**src/rtl/hwpe_subsystem_ctrl.sv**
```systemverilog
// Control shell between an HWPE's flat TCDM master ports and the cluster
// crossbar: per-port outstanding throttling, busy derivation, drained
// completion/error events, a small register slave and an auto clock gate.
//
// state  | meaning
// ACTIVE | accelerator clock running, waiting for a quiet cycle
// IDLE   | quiet, counting idle cycles towards gating
// GATED  | accelerator clock disabled until a wake event
module hwpe_subsystem_ctrl #(
  parameter int N_CORES         = 8,
  parameter int N_MASTER_PORT   = 4,
  parameter int ID_WIDTH        = 8,
  parameter int MAX_OUTSTANDING = 4,
  parameter int IDLE_CYCLES     = 16
) (
  input  logic                          clk,
  input  logic                          rst_n,
  input  logic                          test_mode,
  input  logic [N_MASTER_PORT-1:0]      acc_req_i,
  input  logic [N_MASTER_PORT-1:0]      acc_wen_i,
  input  logic [N_MASTER_PORT*32-1:0]   acc_add_i,
  input  logic [N_MASTER_PORT*32-1:0]   acc_wdata_i,
  input  logic [N_MASTER_PORT*4-1:0]    acc_be_i,
  output logic [N_MASTER_PORT-1:0]      acc_gnt_o,
  output logic [N_MASTER_PORT-1:0]      acc_r_valid_o,
  output logic [N_MASTER_PORT*32-1:0]   acc_r_rdata_o,
  output logic [N_MASTER_PORT-1:0]      tcdm_req_o,
  output logic [N_MASTER_PORT-1:0]      tcdm_wen_o,
  output logic [N_MASTER_PORT*32-1:0]   tcdm_add_o,
  output logic [N_MASTER_PORT*32-1:0]   tcdm_wdata_o,
  output logic [N_MASTER_PORT*4-1:0]    tcdm_be_o,
  input  logic [N_MASTER_PORT-1:0]      tcdm_gnt_i,
  input  logic [N_MASTER_PORT-1:0]      tcdm_r_valid_i,
  input  logic [N_MASTER_PORT*32-1:0]   tcdm_r_rdata_i,
  input  logic                          cfg_req_i,
  input  logic                          cfg_wen_i,
  input  logic [31:0]                   cfg_add_i,
  input  logic [31:0]                   cfg_wdata_i,
  input  logic [3:0]                    cfg_be_i,
  input  logic [ID_WIDTH-1:0]           cfg_id_i,
  output logic                          cfg_gnt_o,
  output logic                          cfg_r_valid_o,
  output logic [31:0]                   cfg_r_rdata_o,
  output logic [ID_WIDTH-1:0]           cfg_r_id_o,
  input  logic                          acc_busy_i,
  input  logic                          acc_done_i,
  output logic [N_CORES*2-1:0]          evt_o,
  output logic                          busy_o,
  output logic                          clk_en_o
);

  localparam int CW = $clog2(MAX_OUTSTANDING + 1);
  localparam int IW = (IDLE_CYCLES > 1) ? $clog2(IDLE_CYCLES) : 1;

  typedef enum logic [1:0] {ACTIVE, IDLE, GATED} state_t;

  logic [CW-1:0]            cnt [N_MASTER_PORT];
  logic [N_MASTER_PORT-1:0] stall, inc, perr, nz;
  logic                     all_idle, done_fire, done_pend, err, err_clr, autogate;
  logic [N_CORES-1:0]       evt_mask, mask_n;
  logic [31:0]              rd_data;
  logic                     cfg_wr, cfg_rd;
  logic [1:0]               sel;
  state_t                   state, state_n;
  logic [IW-1:0]            idle_cnt, idle_cnt_n;
  logic                     unused_bits;

  assign unused_bits = ^{cfg_add_i, cfg_wdata_i, cfg_be_i};

  // Per-port stall, accepted-request and protocol-error decode
  always_comb begin
    for (int p = 0; p < N_MASTER_PORT; p++) begin
      stall[p] = (cnt[p] == CW'(MAX_OUTSTANDING));
      nz[p]    = (cnt[p] != '0);
      inc[p]   = acc_req_i[p] & ~stall[p] & tcdm_gnt_i[p];
      perr[p]  = tcdm_r_valid_i[p] & ~nz[p] & ~inc[p];
    end
  end

  assign tcdm_req_o    = acc_req_i & ~stall;
  assign acc_gnt_o     = tcdm_gnt_i & ~stall;
  assign tcdm_wen_o    = acc_wen_i;
  assign tcdm_add_o    = acc_add_i;
  assign tcdm_wdata_o  = acc_wdata_i;
  assign tcdm_be_o     = acc_be_i;
  assign acc_r_valid_o = tcdm_r_valid_i;
  assign acc_r_rdata_o = tcdm_r_rdata_i;

  assign all_idle  = ~|nz;
  assign done_fire = done_pend & all_idle;

  // Outstanding counters; a stray response on an empty port leaves it at 0
  always_ff @(posedge clk or negedge rst_n) begin
    if (!rst_n) begin
      for (int p = 0; p < N_MASTER_PORT; p++) cnt[p] <= '0;
    end else begin
      for (int p = 0; p < N_MASTER_PORT; p++) begin
        if (inc[p] && !tcdm_r_valid_i[p])      cnt[p] <= cnt[p] + CW'(1);
        else if (!inc[p] && tcdm_r_valid_i[p] && nz[p]) cnt[p] <= cnt[p] - CW'(1);
      end
    end
  end

  // Done deferral, error flag, busy and masked event pulses
  always_ff @(posedge clk or negedge rst_n) begin
    if (!rst_n) begin
      done_pend <= 1'b0;
      err       <= 1'b0;
      busy_o    <= 1'b0;
      evt_o     <= '0;
    end else begin
      done_pend <= done_pend ? ~all_idle : acc_done_i;
      err       <= (err & ~err_clr) | (|perr);
      busy_o    <= acc_busy_i | done_pend | ~all_idle;
      for (int c = 0; c < N_CORES; c++) begin
        evt_o[2*c]   <= done_fire & evt_mask[c];
        evt_o[2*c+1] <= (|perr) & evt_mask[c];
      end
    end
  end

  assign cfg_gnt_o = cfg_req_i;
  assign cfg_wr    = cfg_req_i & ~cfg_wen_i;
  assign cfg_rd    = cfg_req_i & cfg_wen_i;
  assign sel       = cfg_add_i[3:2];
  assign err_clr   = cfg_wr & (sel == 2'd2) & cfg_be_i[0] & cfg_wdata_i[1];

  // Register read mux and byte-enabled mask update
  always_comb begin
    rd_data = '0;
    case (sel)
      2'd0:    rd_data[N_CORES-1:0] = evt_mask;
      2'd1:    rd_data[3:0] = {state == GATED, err, done_pend, busy_o};
      2'd2:    rd_data[0] = autogate;
      default: rd_data = '0;
    endcase
    for (int i = 0; i < N_CORES; i++)
      mask_n[i] = cfg_be_i[i/8] ? cfg_wdata_i[i] : evt_mask[i];
  end

  // Register slave state and one-cycle response
  always_ff @(posedge clk or negedge rst_n) begin
    if (!rst_n) begin
      evt_mask      <= '1;
      autogate      <= 1'b1;
      cfg_r_valid_o <= 1'b0;
      cfg_r_rdata_o <= '0;
      cfg_r_id_o    <= '0;
    end else begin
      if (cfg_wr && sel == 2'd0) evt_mask <= mask_n;
      if (cfg_wr && sel == 2'd2 && cfg_be_i[0]) autogate <= cfg_wdata_i[0];
      cfg_r_valid_o <= cfg_req_i;
      cfg_r_rdata_o <= cfg_rd ? rd_data : 32'd0;
      if (cfg_req_i) cfg_r_id_o <= cfg_id_i;
    end
  end

  // Clock-gate state register; clk_en follows the next state so a wake is seen next cycle
  always_ff @(posedge clk or negedge rst_n) begin
    if (!rst_n) begin
      state    <= ACTIVE;
      idle_cnt <= '0;
      clk_en_o <= 1'b1;
    end else begin
      state    <= state_n;
      idle_cnt <= idle_cnt_n;
      clk_en_o <= (state_n != GATED) | test_mode;
    end
  end

  // Clock-gate next-state logic
  always_comb begin
    state_n    = state;
    idle_cnt_n = idle_cnt;
    case (state)
      ACTIVE: begin
        if (!busy_o && autogate && !(|acc_req_i)) begin
          state_n    = IDLE;
          idle_cnt_n = '0;
        end
      end
      IDLE: begin
        if (busy_o || (|acc_req_i) || cfg_req_i)      state_n = ACTIVE;
        else if (idle_cnt == IW'(IDLE_CYCLES - 1))    state_n = GATED;
        else                                          idle_cnt_n = idle_cnt + IW'(1);
      end
      GATED: begin
        if (acc_busy_i || acc_done_i || cfg_req_i || !autogate) state_n = ACTIVE;
      end
      default: state_n = ACTIVE;
    endcase
  end

endmodule

```
**config.mk**
```make
export PLATFORM = sky130hd
export DESIGN_NAME = hwpe_subsystem_ctrl
export DESIGN_NICKNAME = d
export VERILOG_FILES = /design/src/rtl/hwpe_subsystem_ctrl.sv
export SDC_FILE = /design/constraint.sdc
export NUM_CORES = 1
export LEC_CHECK = 0
export CORE_AREA = 4 4 379 381
export CTS_BUF_LIST = sky130_fd_sc_hd__clkbuf_4 sky130_fd_sc_hd__clkbuf_8 sky130_fd_sc_hd__clkbuf_16
export DETAILED_ROUTE_END_ITERATION = 8
export DIE_AREA = 0 0 383 385
export MAX_ROUTING_LAYER = met4
export PLACE_DENSITY = 0.3
export SLEW_MARGIN = 20
export SYNTH_ARGS = -nofsm -noshare
export SYNTH_HDL_FRONTEND = slang
export SYNTH_SLANG_ARGS = --single-unit
```
**constraint.sdc**
```tcl
create_clock -name clk -period 2.4 [get_ports clk]
set_input_delay 0.24 -clock clk [delete_from_list [all_inputs] [get_ports clk]]
set_output_delay 0.24 -clock clk [all_outputs]
set_load 0.1 [all_outputs]
```
==> run summary, run 1 <==
Status = finished, final reports clean
Floorplan core area = 141000 sq um
Wire per inst = 31.0 um
Skew final = 0.00774 ns
Diodes inserted = 0
DRC = 0
Leakage = 2.13 nW
Post-CTS Resized = 0
Post-synthesis sequential area ratio = 25.3%
# port buffers = 85
Initial antenna violation count = 2
Placed cell area = 6560 sq um
Setup violations, final = 0
Worst-skew pair later-pin latency = 0.35 ns
Worst VDD drop = 0.409 mV
Endpoint type of the worst setup path = register
Synth unique cells = 52
Post-CTS Setup Inserts = 0
Starting DRT DRC Count = 112
Slew HR = 54.7%
Syn avg cell area = 9.03 sq um
Total negative slack = 0 ns
Hold Path Cell Cnt = 2
# rows = 138
Commonest non-fill, non-tap cell in the layout = buf_4
Global routing usage on met2 = 14.4%
Achievable Freq = 497 MHz
Final nets = 911
Final Critical Period = 2.01 ns
Hold Crit Class = input pin to register
Sink Count = 64
Routed WL = 71.3 mm
CTS buffer count = 9
Die Ht = 385 um
Routed vias = 3409
Worst-path fanout max = 8
R2R depth = 7
Crit path DAT = 2.28 ns
Starting Density = 4.54%
Reg-to-Reg End = cnt[2]
Die width = 383 um
Total iterations of the first detailed-routing run = 5
Post-route ant nets = 0
CP startpoint kind = register
Root buf cell = clkbuf_16
Ranking of synthesized cells by area = buf_4 51%, dfrtp_1 21%, dfstp_2 4.1%
Reg2Reg Setup Slack = 0.39 ns
Hold endpoint = clk_en_o
Most frequent cells in the layout = 57 x buf_4, 54 x dfrtp_1, 36 x clkdlybuf4s50_1, 24 x conb_1, 22 x and2_1
RSZ-0062 raised after global routing = false
CP Data Required Time = 2.67 ns
Area added between synthesis and finish = 7.89%
Clk pin slew, worst setup/hold paths = 0.06 ns
DP HPWL = 68.0 mm
Synth Register Bits = 64
Tcrit/Tclk final = 83.8%
Multi-input logic area = 1540 sq um
Synth Warn # = 0
Top cell type's share of synthesized area = 50.9%
Cells after Synth = 707
Reg area = 1610 sq um
Max cap viols = 0
Inst Count DP = 2285
Final RePlAce weighted congestion = 0.878
GRT busiest layer = met3
Met3 GRT Util = 18.6%
Share of cells above drive strength 1 = 29.9%
Worst R2R Start = cnt[0]
Vias/cell = 1.48
Cell area after layout = 6890 sq um
Die area = 147000 sq um
Vias in the first global route = 3373
Hold path start = test_mode
TritonCTS clock tree = yes
First-pass GRT wire length = 78.3 mm
Final Hold Vio Count = 0
Global-route met1 utilization = 2.74%
Largest net degree at the start of global routing = 43
Clock H-tree levels = 3
Slew @ Worst Pin = 0.680 ns
CTS max path bufs = 2
Total global routing overflow = 0
Max-slew violations = 0
Fin cells = 2302
Layout filler cell count = 16.7k
Total Routing Usage GR = 9.45%
CP Class = register to register
I/O pins = 975
Synthesized area = 6390 sq um
Area leader, netlist = buf_4
PwrDens = 784 nW/um^2
critical path, cell delays in order, from the launching register on:
cell and delay, ns:
dfrtp_1 0.49, nor2_1 0.17, a211o_1 0.34, fa_1 0.42, nand2b_1 0.17, o21ai_0 0.07, o22ai_1 0.10, a31oi_1 0.16
through the flow:
stage               utilization [%]  hold WS (ns)  setup WS (ns)  power, mW
floorplan                         -       -0.0556          0.118       6.40
global placement               4.67         0.314        0.00966       3.95
detailed placement             4.67         0.319         0.0730       3.99
CTS                            4.90         0.416          0.374       5.52
global route                   4.90         0.441          0.252       5.72
finish                         4.90         0.449          0.390       5.40
routing by layer:
metal	part of all wire [%]	up-vias
met5	0	-
met4	2.6	0
li1	-	1238
met1	11	1431
met3	42	106
met2	45	634
Yosys cell counts (all sizes together):
master	count
a211o	4
a211oi	9
a21boi	11
a21o	2
a21oi	6
a221o	1
a22o	1
a31o	1
a31oi	6
and2	22
and3	5
and3b	1
and4b	1
and4bb	1
buf	440
clkbuf	1
conb	1
dfrtp	54
dfstp	10
fa	4
ha	1
inv	3
mux2	18
mux2i	3
nand2	14
nand2b	9
nand3	13
nand3b	2
nand4	8
nor2	16
nor2b	7
nor3	6
nor3b	3
nor4b	1
nor4bb	1
o2111ai	1
o21ai	7
o22ai	3
or4b	3
xnor2	1
xor2	6
worst max path at each step:
stage                 start            to  slack, ns  cells past startpoint
2_1_floorplan        cnt[0]  acc_gnt_o[3]       0.12                      2
3_3_place_gp   acc_req_i[2]        cnt[5]       0.01                      8
3_5_place_dp   acc_req_i[2]        cnt[5]       0.07                      8
4_1_cts              cnt[0]        cnt[2]       0.37                      7
5_1_grt              cnt[0]        cnt[2]       0.25                      7
6_report             cnt[0]        cnt[2]       0.39                      7
power by group:
part | switching, mW | leakage, nW | internal [mW]
logic | 1.60 | 1.17 | 0.754
clock network | 0.550 | 0.156 | 0.911
registers | 0.274 | 0.796 | 1.31
state kept, by name (all words and copies together), names as in the netlist, 2 cells and up:
signal / flops
cnt: 12
state: 2
evt_mask: 8
idle_cnt: 4
evt_o: 16
cfg_r_id_o: 8
cfg_r_rdata_o: 8
timing repair:
action | 4_1_cts | 5_1_grt
hold buffers | 1 | 0
endpoints found under the hold margin | 20 | 0
endpoints found under the setup margin | 0 | 0
cell families after synthesis:
| logic type | synth area share [%] |
|---|---|
| xor gates and xnor gates | 0.960 |
| muxes | 4.11 |
| adders and majority gates | 1.45 |
| DFF | 25.3 |
| other | 0.0587 |
| and+or+nand+nor | 10.5 |
| buffers and inverters | 52.0 |
| AOI/OAI and AO/OA | 5.60 |
layout make-up:
cell class	instances	share of cell area [%]
clock buffers	9	3.27
inverters	3	0.163
well taps	1890	34.3
flip-flops and latches	64	23.4
multi-input cells	222	22.3
repair buffers	107	15.1
clock inverters	7	1.38
(Power assumes the default switching activity.)
==> run 2: changes to the inputs <==
--- a/config.mk
+++ b/config.mk
@@ -5,10 +5,10 @@
 export SDC_FILE = /design/constraint.sdc
 export NUM_CORES = 1
 export LEC_CHECK = 0
-export CORE_AREA = 4 4 379 381
+export CORE_AREA = 4 4 382 384
 export CTS_BUF_LIST = sky130_fd_sc_hd__clkbuf_4 sky130_fd_sc_hd__clkbuf_8 sky130_fd_sc_hd__clkbuf_16
 export DETAILED_ROUTE_END_ITERATION = 8
-export DIE_AREA = 0 0 383 385
+export DIE_AREA = 0 0 386 388
 export MAX_ROUTING_LAYER = met4
 export PLACE_DENSITY = 0.3
 export SLEW_MARGIN = 20
==> constraint.sdc (replaced) <==
create_clock -name clk -period 1.8 [get_ports clk]
set_input_delay 0.18 -clock clk [delete_from_list [all_inputs] [get_ports clk]]
set_output_delay 0.18 -clock clk [all_outputs]
set_load 0.1 [all_outputs]
==> run 2 against run 1 <==
Sequential share of layout area decreased by 1.3 points. Non-clock buffer count increased by 35. First-iteration DRC count increased by 59%. Register-to-register slack got worse by 0.35 ns. Wire length decreased by 6.7%. Critical path type unchanged. Critical endpoint is now cnt[8].
==> run summary, run 2 (synthesis results as in run 1) <==
DP HPWL = 62.5 mm (-8.1%)
Endpoint type of the worst setup path = register
Max FFs per register = 16 (unchanged)
Routed vias = 3554 (+4.3%)
Setup violations, final = 0 (unchanged)
Clock H-tree levels = 3 (unchanged)
Commonest non-fill, non-tap cell in the layout = buf_4
Final Critical Period = 1.76 ns (-0.245 ns)
Util after Layout = 5.12% (+0.21 points)
DR WL met2 = 29.2 mm (-8.1%)
Final Hold Vio Count = 0 (unchanged)
CP startpoint kind = register
CP Data Required Time = 2.03 ns (-0.64 ns)
Largest Register = evt_o
Root buf cell = clkbuf_16
Starting DRT DRC Count = 178 (+59%)
I/O pins = 975 (unchanged)
Clk pin slew, worst setup/hold paths = 0.06 ns (about the same)
Area added between synthesis and finish = 14.4%
Met3 WL post-DR = 25.7 mm (-15%)
DRC = 0 (unchanged)
Initial antenna violation count = 1 (-1)
Vias/cell = 1.51 (+2.1%)
Fin cells = 2350 (+2.1%)
Top Metal Used = met4
Inst Count DP = 2330 (+2.0%)
Die width = 386 um (+0.78%)
RSZ-0062 raised after global routing = true
Largest net degree at the start of global routing = 65 (+51%)
Largest registers = evt_o (16), cnt (12)
Starting Density = 4.47% (-0.071 points)
# rows = 139 (+0.72%)
Worst-skew pair later-pin latency = 0.36 ns (about the same)
Max-slew violations = 0 (unchanged)
Min Hold Slack = 0.360 ns (-0.0889 ns)
Share of cells above drive strength 1 = 40.1% (+10 points)
PwrDens = 1050 nW/um^2 (+34%)
Skew final = 0.0152 ns (+0.00748 ns)
Die Ht = 388 um (+0.78%)
CP Class = register to register
PnR Total Power = 7.66 mW (+42%)
Status = finished, final reports clean
Achievable Freq = 567 MHz (+14%)
Floorplan core area = 143000 sq um (+1.6%)
Post-route ant nets = 0 (unchanged)
Sink Count = 64 (unchanged)
Total iterations of the first detailed-routing run = 4 (-1)
Tcrit/Tclk final = 98.1% (+14 points)
# port buffers = 85 (unchanged)
Crit path DAT = 1.99 ns (-0.29 ns)
CTS buffer count = 9 (unchanged)
Leakage = 2.34 nW (+9.9%)
Routed WL = 66.5 mm (-6.7%)
Hold Crit Class = input pin to output port
Wire per inst = 28.3 um (-8.6%)
CTS max path bufs = 2 (unchanged)
M1 wire length = 9.51 mm (+24%)
Vias in the first global route = 3646 (+8.1%)
First-pass GRT wire length = 75.0 mm (-4.3%)
Max cap viols = 0 (unchanged)
Worst VDD drop = 0.488 mV (+19%)
Total Routing Usage GR = 8.75% (-0.70 points)
Total negative slack = 0 ns (unchanged)
Die area = 150000 sq um (+1.6%)
Total global routing overflow = 0 (unchanged)
Worst-path fanout max = 4 (-4)
Final nets = 946 (+3.8%)
TritonCTS clock tree = yes
Most frequent cells in the layout = 85 x buf_4, 51 x dfrtp_1, 35 x clkdlybuf4s50_1, 24 x conb_1, 22 x and2_1
Final RePlAce weighted congestion = 0.825 (-6.0%)
==> run 2: worst paths after layout <==
path	slack, ns	cells past startpoint	endpoint	startpoint
setup / recovery	0.04	7	cnt[8]	cnt[6]
hold / removal	0.36	0	acc_r_rdata_o[68]	tcdm_r_rdata_i[68]
setup reg to reg	0.04	7	cnt[8]	cnt[6]
hold reg to reg	0.48	1	err	err
max in group asynchronous	1.03	3	evt_mask[6]	rst_n
min in group asynchronous	0.38	3	cfg_r_rdata_o[7]	rst_n
==> run 2: cell type report <==
cell class,instances,area [sq um]
tap,1903,2380
clock inverter,6,61.3
antenna,1,2.50
fill,16793,135000
inverter,3,11.3
sequential,64,1620
multi-input combinational,222,1610
timing repair buffer,142,1400
clock buffer,9,225
==> run 2: power breakdown <==
group / switching, mW / internal (mW) / total [mW] / leakage, nW
sequential: 0.216 / 1.75 / 1.97 / 0.793
combinational: 2.49 / 1.40 / 3.89 / 1.40
clock: 0.743 / 1.06 / 1.80 / 0.141
==> run 2: metal layers <==
layer / GRT usage (%) / vias up
met3: 15.7 / 105
met2: 13.0 / 661
li1: - / 1303
met5: - / -
met1: 3.46 / 1485
met4: 2.67 / 0
==> run 2: worst max-delay path: stages, from the launching register on <==
cell	delay (ns)
dfrtp_2	0.40
nor2_2	0.05
a211o_1	0.31
fa_1	0.42
nor2b_2	0.19
nand2_1	0.09
a21boi_2	0.13
a211oi_2	0.05
==> run 2: what timing repair did <==
action	4_1_cts	5_1_grt
pin swaps	0	8
hold endpoints to repair	54	0
setup buffers	0	3
resized for setup	3	15
hold buffers	1	0
endpoints found under the setup margin	18	11
==> run 2: per-stage QoR <==
stage	instance area (sq um)	setup WS, ns
finish	7310	0.0350
global route	7310	-0.0652
CTS	7230	-0.0376
detailed placement	6930	-0.406
global placement	6930	-0.410
floorplan	6500	-0.422
==> run 3: changes to the inputs <==
--- a/config.mk
+++ b/config.mk
@@ -7,9 +7,9 @@
 export LEC_CHECK = 0
 export CORE_AREA = 4 4 382 384
 export CTS_BUF_LIST = sky130_fd_sc_hd__clkbuf_4 sky130_fd_sc_hd__clkbuf_8 sky130_fd_sc_hd__clkbuf_16
+export CTS_CLUSTER_SIZE = 40
 export DETAILED_ROUTE_END_ITERATION = 8
 export DIE_AREA = 0 0 386 388
-export MAX_ROUTING_LAYER = met4
 export PLACE_DENSITY = 0.3
 export SLEW_MARGIN = 20
 export SYNTH_ARGS = -nofsm -noshare
==> run 3 against run 2 <==
Critical path depth unchanged. Worst setup slack improved by 0.00061 ns. Power rose by 0.39%. Design area rose by 0.12%. Utilization about the same. Final cell count unchanged. Hold slack unchanged. Largest power group unchanged. Sequential cell count unchanged. Sequential power hardly changed. Global-route usage shrank 0.25 points. Clock power about the same. Sequential share of layout area barely moved.
==> run summary, run 3 (synthesis results as in run 1) <==
Status = finished, final reports clean
Root buf cell = clkbuf_16
TritonCTS clock tree = yes
Worst-path fanout max = 4 (unchanged)
DRC = 0 (unchanged)
PwrDens = 1050 nW/um^2 (+0.27%)
Most frequent cells in the layout = 85 x buf_4, 49 x dfrtp_1, 35 x clkdlybuf4s50_1, 24 x conb_1, 22 x and2_1
CTS max path bufs = 2 (unchanged)
Routed WL = 66.6 mm (about the same)
Worst setup margin = 0.0356 ns (+0.000608 ns)
Reg2Reg Setup Slack = 0.04 ns (about the same)
Placed cell area = 6930 sq um (unchanged)
Crit path DAT = 1.99 ns (about the same)
I/O pins = 975 (unchanged)
Share of cells above drive strength 1 = 40.6% (+0.45 points)
Skew final = 0.0158 ns (+0.000547 ns)
Hold endpoint = acc_r_rdata_o[68]
Max-slew violations = 0 (unchanged)
Die Ht = 388 um (unchanged)
Achievable Freq = 567 MHz (about the same)
Commonest non-fill, non-tap cell in the layout = buf_4
Initial antenna violation count = 1 (unchanged)
Cell area after layout = 7310 sq um (+0.12%)
Largest registers = evt_o (16), cnt (12)
# rows = 139 (unchanged)
Max cap viols = 0 (unchanged)
Die width = 386 um (unchanged)
Worst R2R Start = cnt[7]
Total global routing overflow = 0 (unchanged)
Sink Count = 64 (unchanged)
Hold path start = tcdm_r_rdata_i[68]
First-pass GRT wire length = 75.0 mm (unchanged)
Worst-skew pair later-pin latency = 0.36 ns (about the same)
Clk pin slew, worst setup/hold paths = 0.06 ns (about the same)
Max FFs per register = 16 (unchanged)
# port buffers = 85 (unchanged)
CP Class = register to register
Largest Register = evt_o
Reg-to-Reg End = cnt[8]
Total iterations of the first detailed-routing run = 4 (unchanged)
Floorplan core area = 143000 sq um (unchanged)
Leakage = 2.33 nW (-0.18%)
CTS buffer count = 9 (unchanged)
Clock H-tree levels = 3 (unchanged)
Routed vias = 3556 (+0.056%)
Wire per inst = 28.3 um (about the same)
Fin cells = 2350 (unchanged)
Hold Crit Class = input pin to output port
R2R depth = 7 (unchanged)
CP startpoint kind = register
Vias/cell = 1.51 (about the same)
Final RePlAce weighted congestion = 0.814 (-1.4%)
Final nets = 946 (unchanged)
Vias in the first global route = 3650 (+0.11%)
Post-route ant nets = 0 (unchanged)
Largest net degree at the start of global routing = 65 (unchanged)
Worst VDD drop = 0.488 mV (about the same)
Starting DRT DRC Count = 162 (-9.0%)
Final Hold Vio Count = 0 (unchanged)
Hold Path Cell Cnt = 0 (unchanged)
DP HPWL = 62.5 mm (unchanged)
Setup violations, final = 0 (unchanged)
PnR Total Power = 7.69 mW (+0.39%)
Final Critical Period = 1.76 ns (-0.000608 ns)
RSZ-0062 raised after global routing = true
Total negative slack = 0 ns (unchanged)
Inst Count DP = 2330 (unchanged)
Tcrit/Tclk final = 98.0% (about the same)
Starting Density = 4.47% (unchanged)
Total Routing Usage GR = 8.51% (-0.25 points)
Post-Place Worst Slack = -0.406 ns (unchanged)
Area added between synthesis and finish = 14.5%
CP Data Required Time = 2.03 ns (about the same)
Die area = 150000 sq um (unchanged)
Endpoint type of the worst setup path = register
-- run 3: where the power goes --
| group | total, mW | internal [mW] | leakage [nW] | switching [mW] |
|---|---|---|---|---|
| registers | 2.00 | 1.76 | 0.791 | 0.239 |
| logic | 3.89 | 1.41 | 1.40 | 2.48 |
| clock network | 1.81 | 1.06 | 0.141 | 0.747 |
| total | 7.69 | 4.23 | 2.33 | 3.46 |
-- run 3: cell type report --
type	instances	area, sq um
well taps	1903	2380
clock inverters	6	61.3
diodes	1	2.50
fillers	16791	135000
flip-flops and latches	64	1620
inverters	3	11.3
repair buffers	142	1400
clock buffers	9	225
multi-input cells	222	1620
-- run 3: worst max-delay path by stage --
stage                        end  depth (start not counted)  slack (ns)          from
floorplan           acc_gnt_o[3]                          2       -0.42        cnt[0]
CTS                       cnt[8]                          6       -0.04        cnt[7]
global route              cnt[8]                          7       -0.07        cnt[7]
detailed placement        cnt[5]                          9       -0.41  acc_req_i[2]
finish                    cnt[8]                          7        0.04        cnt[7]
global placement          cnt[5]                          9       -0.41  acc_req_i[2]
-- run 3: timing repair --
action | in CTS | in global routing
cloned | 0 | 0
endpoints found under the hold margin | 54 | 0
pin swaps | 0 | 8
hold buffers | 1 | 0
setup buffers | 0 | 3
resized for setup | 3 | 18
setup endpoints to repair | 18 | 9
-- run 3: layer usage --
layer	global-route usage [%]	up-vias	share of wire (%)
li1	-	1302	-
met1	3.34	1478	14
met2	13.0	673	44
met3	15.7	99	39
met4	2.66	4	3.3
met5	0.910	-	0.29
-- run 3: worst max-delay path, cell delays in order, from the launching register on --
cell      delay, ns
dfrtp_2        0.40
nor2_2         0.06
a211o_1        0.31
fa_1           0.42
nor2b_2        0.19
nand2_1        0.09
a21boi_2       0.13
a211oi_2       0.05
-- run 3: through the flow --
step,util [%],hold slack (ns)
after floorplan,-,-0.116
after global placement,4.85,0.245
after detailed placement,4.85,0.255
after CTS,5.06,0.361
after global routing,5.12,0.360
final,5.12,0.360
